File: src/rtl/branch_resolve_unit.sv
// -----------------------------------------------------------------------------
// branch_resolve_unit
//
// Resolves RV32I-style conditional branches (BEQ/BNE/BLT/BGE/BLTU/BGEU) over an
// XLEN-wide datapath. The unit computes the branch target and the next PC, and
// flags a misprediction against the front-end prediction. It is a two-stage
// valid/ready pipeline:
//   S1 : operand register (funct3, A, B, pc, imm, pred_taken)
//   S2 : result register  (compare flags, taken, mispredict, illegal, next_pc)
// Accept-to-result latency is 2 cycles. Throughput is one request per cycle
// while out_ready is held high.
//
// Optional feature: define BR_PERF_CNT_EN to build saturating performance
// counters on branch_cnt / mispred_cnt. Without the macro, both ports are tied
// to 0.
//
// Parameters
//   XLEN   : operand / PC / immediate width (16..64)
//   PC_INC : fall-through PC increment
//   CNT_W  : performance counter width
//
// Ports
//   clk, rst            : clock (rising edge), async active-high reset
//   in_valid / in_ready : request handshake (in_ready is 0 in reset and flush)
//   funct3, A, B, pc,
//   imm, pred_taken     : request payload
//   flush               : kill every in-flight request at the next edge
//   out_valid/out_ready : result handshake
//   BrEq, BrLT          : A == B, A < B (signed/unsigned per funct3[1])
//   taken, mispredict   : branch outcome and (taken != pred_taken)
//   illegal             : funct3 is 010 or 011
//   next_pc             : taken ? pc + imm : pc + PC_INC (mod 2^XLEN)
//   branch_cnt          : legal results delivered (BR_PERF_CNT_EN)
//   mispred_cnt         : mispredicted legal results delivered (BR_PERF_CNT_EN)
// -----------------------------------------------------------------------------
module branch_resolve_unit #(
  parameter int XLEN   = 32,
  parameter int PC_INC = 4,
  parameter int CNT_W  = 32
) (
  input  logic             clk,
  input  logic             rst,
  input  logic             in_valid,
  output logic             in_ready,
  input  logic [2:0]       funct3,
  input  logic [XLEN-1:0]  A,
  input  logic [XLEN-1:0]  B,
  input  logic [XLEN-1:0]  pc,
  input  logic [XLEN-1:0]  imm,
  input  logic             pred_taken,
  input  logic             flush,
  output logic             out_valid,
  input  logic             out_ready,
  output logic             BrEq,
  output logic             BrLT,
  output logic             taken,
  output logic             mispredict,
  output logic             illegal,
  output logic [XLEN-1:0]  next_pc,
  output logic [CNT_W-1:0] branch_cnt,
  output logic [CNT_W-1:0] mispred_cnt
);

  localparam logic [XLEN-1:0] PcIncrement = XLEN'(PC_INC);

  // ---------------------------------------------------------------------------
  // Pipeline control
  // ---------------------------------------------------------------------------
  logic readyEn;   // keeps in_ready low until the first edge after reset
  logic s1Valid;
  logic s2Valid;
  logic adv2;      // S2 may take new data this cycle
  logic accept;    // request enters S1
  logic s1Adv;     // S1 contents move into S2

  assign adv2     = !s2Valid || out_ready;
  assign in_ready = readyEn && !flush && (adv2 || !s1Valid);
  assign accept   = in_valid && in_ready;
  assign s1Adv    = s1Valid && adv2 && !flush;

  // NOTE: sequential state is written only with non-blocking assignments, so
  // every register samples the pre-edge values regardless of statement order.
  always_ff @(posedge clk or posedge rst) begin
    if (rst) begin
      readyEn <= 1'b0;
      s1Valid <= 1'b0;
      s2Valid <= 1'b0;
    end else begin
      readyEn <= 1'b1;
      if (flush) begin
        // Flush wins over both capture and stall.
        s1Valid <= 1'b0;
        s2Valid <= 1'b0;
      end else begin
        if (adv2) begin
          s2Valid <= s1Valid;
        end
        if (accept) begin
          s1Valid <= 1'b1;
        end else if (s1Adv) begin
          s1Valid <= 1'b0;
        end
      end
    end
  end

  // ---------------------------------------------------------------------------
  // S1 operand register
  // ---------------------------------------------------------------------------
  logic [2:0]      s1Funct3;
  logic [XLEN-1:0] s1A;
  logic [XLEN-1:0] s1B;
  logic [XLEN-1:0] s1Pc;
  logic [XLEN-1:0] s1Imm;
  logic            s1PredTaken;

  // NOTE: pure payload registers carry no reset; s1Valid qualifies them, so
  // their power-up contents are never observed.
  always_ff @(posedge clk) begin
    if (accept) begin
      s1Funct3    <= funct3;
      s1A         <= A;
      s1B         <= B;
      s1Pc        <= pc;
      s1Imm       <= imm;
      s1PredTaken <= pred_taken;
    end
  end

  // ---------------------------------------------------------------------------
  // Resolution logic between S1 and S2
  // ---------------------------------------------------------------------------
  logic            rEq;
  logic            rLt;
  logic            rTaken;
  logic            rIllegal;
  logic            rMispredict;
  logic [XLEN-1:0] rTarget;
  logic [XLEN-1:0] rFallThrough;
  logic [XLEN-1:0] rNextPc;

  always_comb begin
    // NOTE: every output of this block gets a default before the case, so
    // no path leaves a variable unassigned and no latch is inferred.
    rTaken   = 1'b0;
    rIllegal = 1'b0;
    rEq      = (s1A == s1B);
    // funct3[1] selects the unsigned flavour (BLTU/BGEU).
    rLt      = s1Funct3[1] ? (s1A < s1B) : ($signed(s1A) < $signed(s1B));
    case (s1Funct3)
      3'b000:  rTaken = rEq;
      3'b001:  rTaken = !rEq;
      3'b100:  rTaken = rLt;
      3'b101:  rTaken = !rLt;
      3'b110:  rTaken = rLt;
      3'b111:  rTaken = !rLt;
      default: rIllegal = 1'b1;   // 010 / 011 are not branches
    endcase
    // An illegal branch is never taken, so mispredict reduces to pred_taken.
    rMispredict  = (rTaken != s1PredTaken);
    rTarget      = s1Pc + s1Imm;          // wraps modulo 2^XLEN
    rFallThrough = s1Pc + PcIncrement;    // wraps modulo 2^XLEN
    rNextPc      = rTaken ? rTarget : rFallThrough;
  end

  // ---------------------------------------------------------------------------
  // S2 result register. These drive the outputs directly, so they are reset
  // (outputs read 0 in reset) and load only when S1 advances, which keeps the
  // data stable under backpressure and while out_valid is low.
  // ---------------------------------------------------------------------------
  always_ff @(posedge clk or posedge rst) begin
    if (rst) begin
      BrEq       <= 1'b0;
      BrLT       <= 1'b0;
      taken      <= 1'b0;
      mispredict <= 1'b0;
      illegal    <= 1'b0;
      next_pc    <= '0;
    end else if (s1Adv) begin
      BrEq       <= rEq;
      BrLT       <= rLt;
      taken      <= rTaken;
      mispredict <= rMispredict;
      illegal    <= rIllegal;
      next_pc    <= rNextPc;
    end
  end

  assign out_valid = s2Valid;

  // ---------------------------------------------------------------------------
  // Optional performance counters
  // ---------------------------------------------------------------------------
`ifdef BR_PERF_CNT_EN
  logic             outFire;
  logic [CNT_W-1:0] branchCnt;
  logic [CNT_W-1:0] mispredCnt;

  assign outFire = s2Valid && out_ready;

  // Counters track delivered results only; flush does not touch them.
  always_ff @(posedge clk or posedge rst) begin
    if (rst) begin
      branchCnt  <= '0;
      mispredCnt <= '0;
    end else if (outFire && !illegal) begin
      if (branchCnt != '1) begin
        branchCnt <= branchCnt + CNT_W'(1);
      end
      if (mispredict && (mispredCnt != '1)) begin
        mispredCnt <= mispredCnt + CNT_W'(1);
      end
    end
  end

  assign branch_cnt  = branchCnt;
  assign mispred_cnt = mispredCnt;
`else
  assign branch_cnt  = '0;
  assign mispred_cnt = '0;
`endif

endmodule

File: config.mk
export PLATFORM = sky130hd
export DESIGN_NAME = branch_resolve_unit
export DESIGN_NICKNAME = d
export VERILOG_FILES = /design/src/rtl/branch_resolve_unit.sv
export SDC_FILE = /design/constraint.sdc
export NUM_CORES = 1
export LEC_CHECK = 0
export ABC_AREA = 1
export CAP_MARGIN = 20
export CORE_MARGIN = 1
export CORE_UTILIZATION = 35
export CTS_CLUSTER_DIAMETER = 80
export CTS_CLUSTER_SIZE = 8
export DETAILED_ROUTE_END_ITERATION = 8
export GPL_TIMING_DRIVEN = 0
export PLACE_DENSITY = 0.71
export SLEW_MARGIN = 10
export SYNTH_ARGS = -nofsm -noshare
export SYNTH_HDL_FRONTEND = slang
export SYNTH_SLANG_ARGS = --single-unit
File: constraint.sdc
create_clock -name clk -period 3.5 [get_ports clk]
set_input_delay 0.35 -clock clk [delete_from_list [all_inputs] [get_ports clk]]
set_output_delay 0.35 -clock clk [all_outputs]
set_load 0.005 [all_outputs]
==> results_dict.tcl, run 1 <==
set metrics [dict create \
    drt_wl_total_mm 25.8 \
    r2r_end "next_pc[30]" \
    drc_errors 0 \
    cts_buffers 17 \
    status "finished, final reports clean" \
    synth_edf_count 132 \
    finalNetCount 1499 \
    grt_pass1_vias 7587 \
    cp_max_fo 3 \
    antenna_found_initial 1 \
    drv_slew 0 \
    rsz0062_at_grt "false" \
    use_met1_pct 25.3 \
    grt_max_degree 42 \
    clock.fmax_mhz 389 \
    die_area_sq_um 28900 \
    fillers 2611 \
    cts_tree "yes" \
    yosysWarnings 0 \
    ant_nets 0 \
    clk_path_buf_depth 2 \
    post-cts-setup-buffers 0 \
    synthDistinctLibCells 45 \
    vias 7709 \
    met2_usage_pct 29.9 \
    avgSynthCellArea_sq_um 9.54 \
    dieWidth_um 170 \
    cts_sinks 172 \
    start_kind "flop" \
    port_buffers 175 \
    postCtsHoldBufs 0 \
    worstMarginPinSlew_ps 653 \
    synth_seq_area_share_pct 50.2 \
    final_layout_size_suffix_gt1_share_pct 10.3 \
    dpl.hpwl_mm 21.3 \
    fin_crit_sh_pct 73.4 \
    synth_top_cell_area_share_pct 40.1 \
    endpoint_kind "flop" \
    async_flop_share_pct 23.3 \
    htree_num_levels 4 \
    antenna_cells 0 \
    dr.pass1.iters 5 \
    synth_area_leaders "edfxtp_1, dfrtp_1, nand2_1" \
    cp.required_ps 3820 \
    regArea_sq_um 4960 \
    powerDensity_nw_per_um2 412 \
    synthCells 1036 \
    areaGrowthSynthToFinish_pct 32.0 \
    cap_violations 0 \
    initial_core_util_pct 35.6 \
    ys_seq_elements 172 \
    worstReg2RegStart "s1Pc[0]" \
    grt_usage_pct 18.4 \
    cp.arrival_ps 2890 \
    rows 61 \
    grt_pass1_wl_mm 40.5 \
    power.total_uw 5370 \
    hold_viol_final 0 \
    top_usage_layer "met2" \
    root_buffer "clkbuf_16" \
    cts_resized 0 \
    synth_area_leader_cell "edfxtp_1" \
    worst-setup-path-type "flop to flop" \
    die_h_um 170 \
    viasPerCell 4.57 \
    power.leakage_uw 0.00564 \
    gp_congestion 0.913 \
    fin_setup_tns_ps 0 \
    slew_headroom_pct 56.1 \
    fin_util_pct 47.0 \
    hold_path_class "primary input to asynchronous set/reset pin" \
    ir_drop_mv 0.267 \
    finalSetupViolCount 0 \
    gr-total-overflow 0 \
    fin_crit_ps 2570 \
    multiInputGateArea_sq_um 4220 \
    clkTransAtPathRegs_ps 70 \
    ff2ff_setup_slack_ps 930 \
    use_met3_pct 3.02 \
    reg2reg_depth 12 \
    io_pins 240 \
    wl_per_cell_um 15.3 \
    dr.first_iter.drc_count 441 \
    final_cell_mix "nand2_1, clkdlybuf4s50_1, edfxtp_1" \
    final_common_cell "nand2_1" \
    skew_ps 19.2 \
    synth-main-ff-cell "edfxtp_1" \
    coreArea_sq_um 27800 \
    synthesis.area_sq_um 9880 \
    clock_latency_ps 440 \
]
==> state kept, by name, indices dropped and copies added (netlist names) <==
register / flops
BrLT: 1
mispredict: 1
out_valid: 1
s1A: 32
readyEn: 1
s1Valid: 1
next_pc: 32
taken: 1
s1Imm: 32
s1PredTaken: 1
s1Funct3: 3
s1Pc: 32
s1B: 32
BrEq: 1
illegal: 1
==> synth_stat cells (2+ instances only) <==
cell type,n
a21oi_1,59
and3_1,2
edfxtp_1,132
conb_1,2
inv_2,3
o21a_1,3
ha_1,64
nand2_2,5
buf_6,3
nand4_1,14
nor2_2,2
o211ai_1,2
clkbuf_1,4
inv_1,92
o21ai_0,25
xor2_1,32
nor4_1,4
nor3_1,14
buf_1,3
xnor2_1,24
o21ai_2,4
dfrtp_1,40
nor2_4,3
nand3b_1,20
buf_2,3
nand2_4,2
a31oi_1,5
o21ai_1,2
buf_4,67
nor2_1,64
o21bai_1,2
a21o_1,8
nand2_1,250
nand3_1,66
==> power breakdown <==
group	switching [uW]	internal (uW)
Sequential	96.0	2360
Clock	932	1040
Combinational	429	520
==> routing by layer <==
metal,share of wire (%),up-vias
met4,1.7,2
li1,-,3901
met2,46,248
met5,0.050,-
met3,4.9,26
met1,47,3532
==> area by class of cell <==
cell class	instances	area share (%)
Buffer	80	4.43
Clock buffer	17	3.26
Clock inverter	15	1.50
Inverter	96	2.79
Multi-Input combinational cell	751	32.3
Sequential cell	172	38.0
Tap cell	378	3.62
Timing Repair Buffer	179	14.0
==> how the worst max path moves through the flow <==
stage	startpoint	to	slack, ps	cells after the start
3_3_place_gp	out_ready	s1PredTaken	-880	9
5_1_grt	s1A[27]	next_pc[15]	750	16
6_report	s1Pc[0]	next_pc[30]	930	12
2_1_floorplan	out_valid	s1A[0]	310	9
3_5_place_dp	out_ready	s1PredTaken	650	12
4_1_cts	s1Pc[0]	next_pc[30]	910	12
==> cells by family (layout without fill, tap and decap cells) <==
kind of cell / Yosys count / count (layout) / synth area share (%)
buf+inv: 176 / 387 / 9.49
flops: 172 / 172 / 50.2
other cells: 2 / 65 / 0.0760
xor+xnor: 56 / 56 / 4.96
compound gates: 114 / 114 / 6.52
fa+ha+maj: 65 / 65 / 8.30
simple gates: 451 / 451 / 20.4
==> through the flow <==
step	instances	worst slack (ps)	instance area (sq um)	hold WS, ps
floorplan	1099	307	10100	413
global placement	1652	-881	12300	465
detailed placement	1656	646	12400	465
CTS	1688	909	13100	76.2
global route	1688	747	13100	78.7
finish	1688	930	13100	89.1
==> critical path, cell delays in order, from the launching register on <==
cell      delay (ps)
edfxtp_1         350
ha_1             210
inv_1             90
fa_1             440
o21ai_2          270
a21boi_2         130
o21ai_1          330
nand3_1          130
nand2_1          130
xor2_1           190
nand2_1           70
nand3_1           80
nand2_1           60
No activity file was read; power rests on OpenSTA's default activity.
==> inputs of run 2 (changes only) <==
clock period = 2.15 ns   (was 3.5 ns; I/O delays follow)
==> results_dict.tcl, run 2 (same netlist as run 1, synthesis figures left out) <==
set metrics [dict create \
    gr-total-overflow 0 \
    gp_congestion 0.894 \
    critPathMostFrequentCell "nand2_1" \
    powerDensity_nw_per_um2 626 \
    hold_viol_final 0 \
    viasPerCell 4.57 \
    power.total_uw 8820 \
    dpl.hpwl_mm 21.4 \
    final_layout_size_suffix_gt1_share_pct 20.7 \
    path_buf_inv 2 \
    die_h_um 170 \
    grt_usage_pct 18.9 \
    ir_drop_mv 0.473 \
    clock_latency_ps 430 \
    dr.pass1.iters 5 \
    status "finished with violations" \
    port_buffers 175 \
    rows 61 \
    fin_crit_ps 2440 \
    vias 7896 \
    cp_top_family "simple AND/OR/NAND/NOR gates" \
    finalSetupViolCount 34 \
    io_pins 240 \
    drc_errors 0 \
    cts_tree "yes" \
    wl_per_cell_um 16.0 \
    coreArea_sq_um 27800 \
    final_common_cell "nand2_1" \
    rsz0062_at_grt "true" \
    clock.fmax_mhz 410 \
    crit_chain "ha_4, nand2_1, nor2_4, nand4_4, nor2_4, a21oi_2, nor4_2, inv_2, nand2_8, buf_2, nand2_1, nand3_2, nand2_1" \
    skew_ps 8.14 \
    dp_cells 1656 \
    fin_ws_ps -289 \
    finalNetCount 1539 \
    start_kind "flop" \
    cts_sinks 172 \
    fin_crit_sh_pct 113 \
    dieWidth_um 170 \
    dr.first_iter.drc_count 458 \
    final_cell_mix "nand2_1, clkdlybuf4s50_1, edfxtp_1" \
    initial_core_util_pct 35.6 \
    clk_path_buf_depth 2 \
    grt_pass1_wl_mm 41.0 \
    hold_path_class "primary input to flop" \
    power.leakage_uw 0.00593 \
    hold_slack_ps 332 \
    drv_slew 0 \
    failed_checks "negative setup slack" \
    slew_headroom_pct 52.4 \
    worstMarginPinSlew_ps 715 \
    drt_wl_total_mm 27.7 \
    clkTransAtPathRegs_ps 70 \
    endpoint_kind "flop" \
    die_area_sq_um 28900 \
    cp_max_fo 7 \
    antenna_found_initial 2 \
    ant_nets 0 \
    cts_buffers 17 \
    root_buffer "clkbuf_16" \
    htree_num_levels 4 \
    grt_max_degree 42 \
    cp.required_ps 2470 \
    crit_slowest_cell "edfxtp_1" \
    finalNonFillerCells 1729 \
    cap_violations 0 \
    cp_slowest_stage_delay_ps 420 \
    worst-setup-path-type "flop to flop" \
    areaGrowthSynthToFinish_pct 42.5 \
    cp.arrival_ps 2760 \
    grt_pass1_vias 7643 \
]
==> run 2: cell count changes in the layout (fill, tap and decap cells not counted), sizes merged, moves of 2 or more <==
cell	delta
clkinv	+2
clkbuf	+2
buf	+36
inv	-2
==> run 2: repair_timing <==
| action | 4_1_cts | 5_1_grt |
|---|---|---|
| resized for setup | 49 | 96 |
| setup buffers | 15 | 19 |
| setup endpoints to repair | 75 | 75 |
| hold buffers | 1 | 0 |
| endpoints found under the hold margin | 3 | 0 |
| gates cloned | 2 | 3 |
| pin swaps | 12 | 47 |
==> run 2: worst register-to-register path, stage by stage, from the launching register on <==
cell and delay, ps:
edfxtp_1 420, ha_4 310, nand2_1 100, nor2_4 140
nand4_4 110, nor2_4 200, a21oi_2 90, nor4_2 260
inv_2 190, nand2_8 150, buf_2 170, nand2_1 70
nand3_2 70, nand2_1 60
==> run 2: metal layers <==
| metal | global-route usage (%) | vias up | share of wire (%) |
|---|---|---|---|
| li1 | - | 3975 | - |
| met1 | 25.4 | 3636 | 46 |
| met2 | 31.2 | 259 | 47 |
| met3 | 3.00 | 26 | 5.2 |
| met4 | 5.44 | 0 | 1.8 |
| met5 | 0 | - | 0 |
==> run 2: path summary, 6_finish.rpt <==
check                                  from          end  slack [ps]  cells past startpoint
worst max-delay path                s1A[21]   next_pc[5]        -290                     13
worst min-delay path                   A[6]       s1A[6]         330                      1
worst max register to register      s1A[21]   next_pc[5]        -290                     13
worst min register to register  next_pc[23]  next_pc[23]         480                      2
max in group asynchronous               rst  next_pc[29]        1200                      4
min in group asynchronous               rst    out_valid         550                      3
==> run 2: area by class of cell <==
| cell class | count | area, sq um |
|---|---|---|
| fill | 2511 | 13700 |
| sequential | 172 | 4960 |
| multi-input combinational | 751 | 4870 |
| timing repair buffer | 219 | 2210 |
| buffer | 80 | 608 |
| tap | 378 | 473 |
| clock buffer | 17 | 425 |
| inverter | 96 | 364 |
| clock inverter | 15 | 160 |
| antenna | 1 | 2.50 |
==> run 2: stage by stage <==
step,area [sq um],setup WS [ps],utilization [%],setup TNS (ps)
floorplan,10100,-1010,-,-133570
global placement,12400,-2070,44.5,-276720
detailed placement,12400,-453,44.7,-31790
CTS,13400,-154,48.4,-3950
global route,14100,-344,50.7,-10300
finish,14100,-289,50.7,-8130
==> run 2: report_power, final <==
group | internal, uW | switching (uW)
Combinational | 952 | 774
Sequential | 3840 | 154
Clock | 1730 | 1370
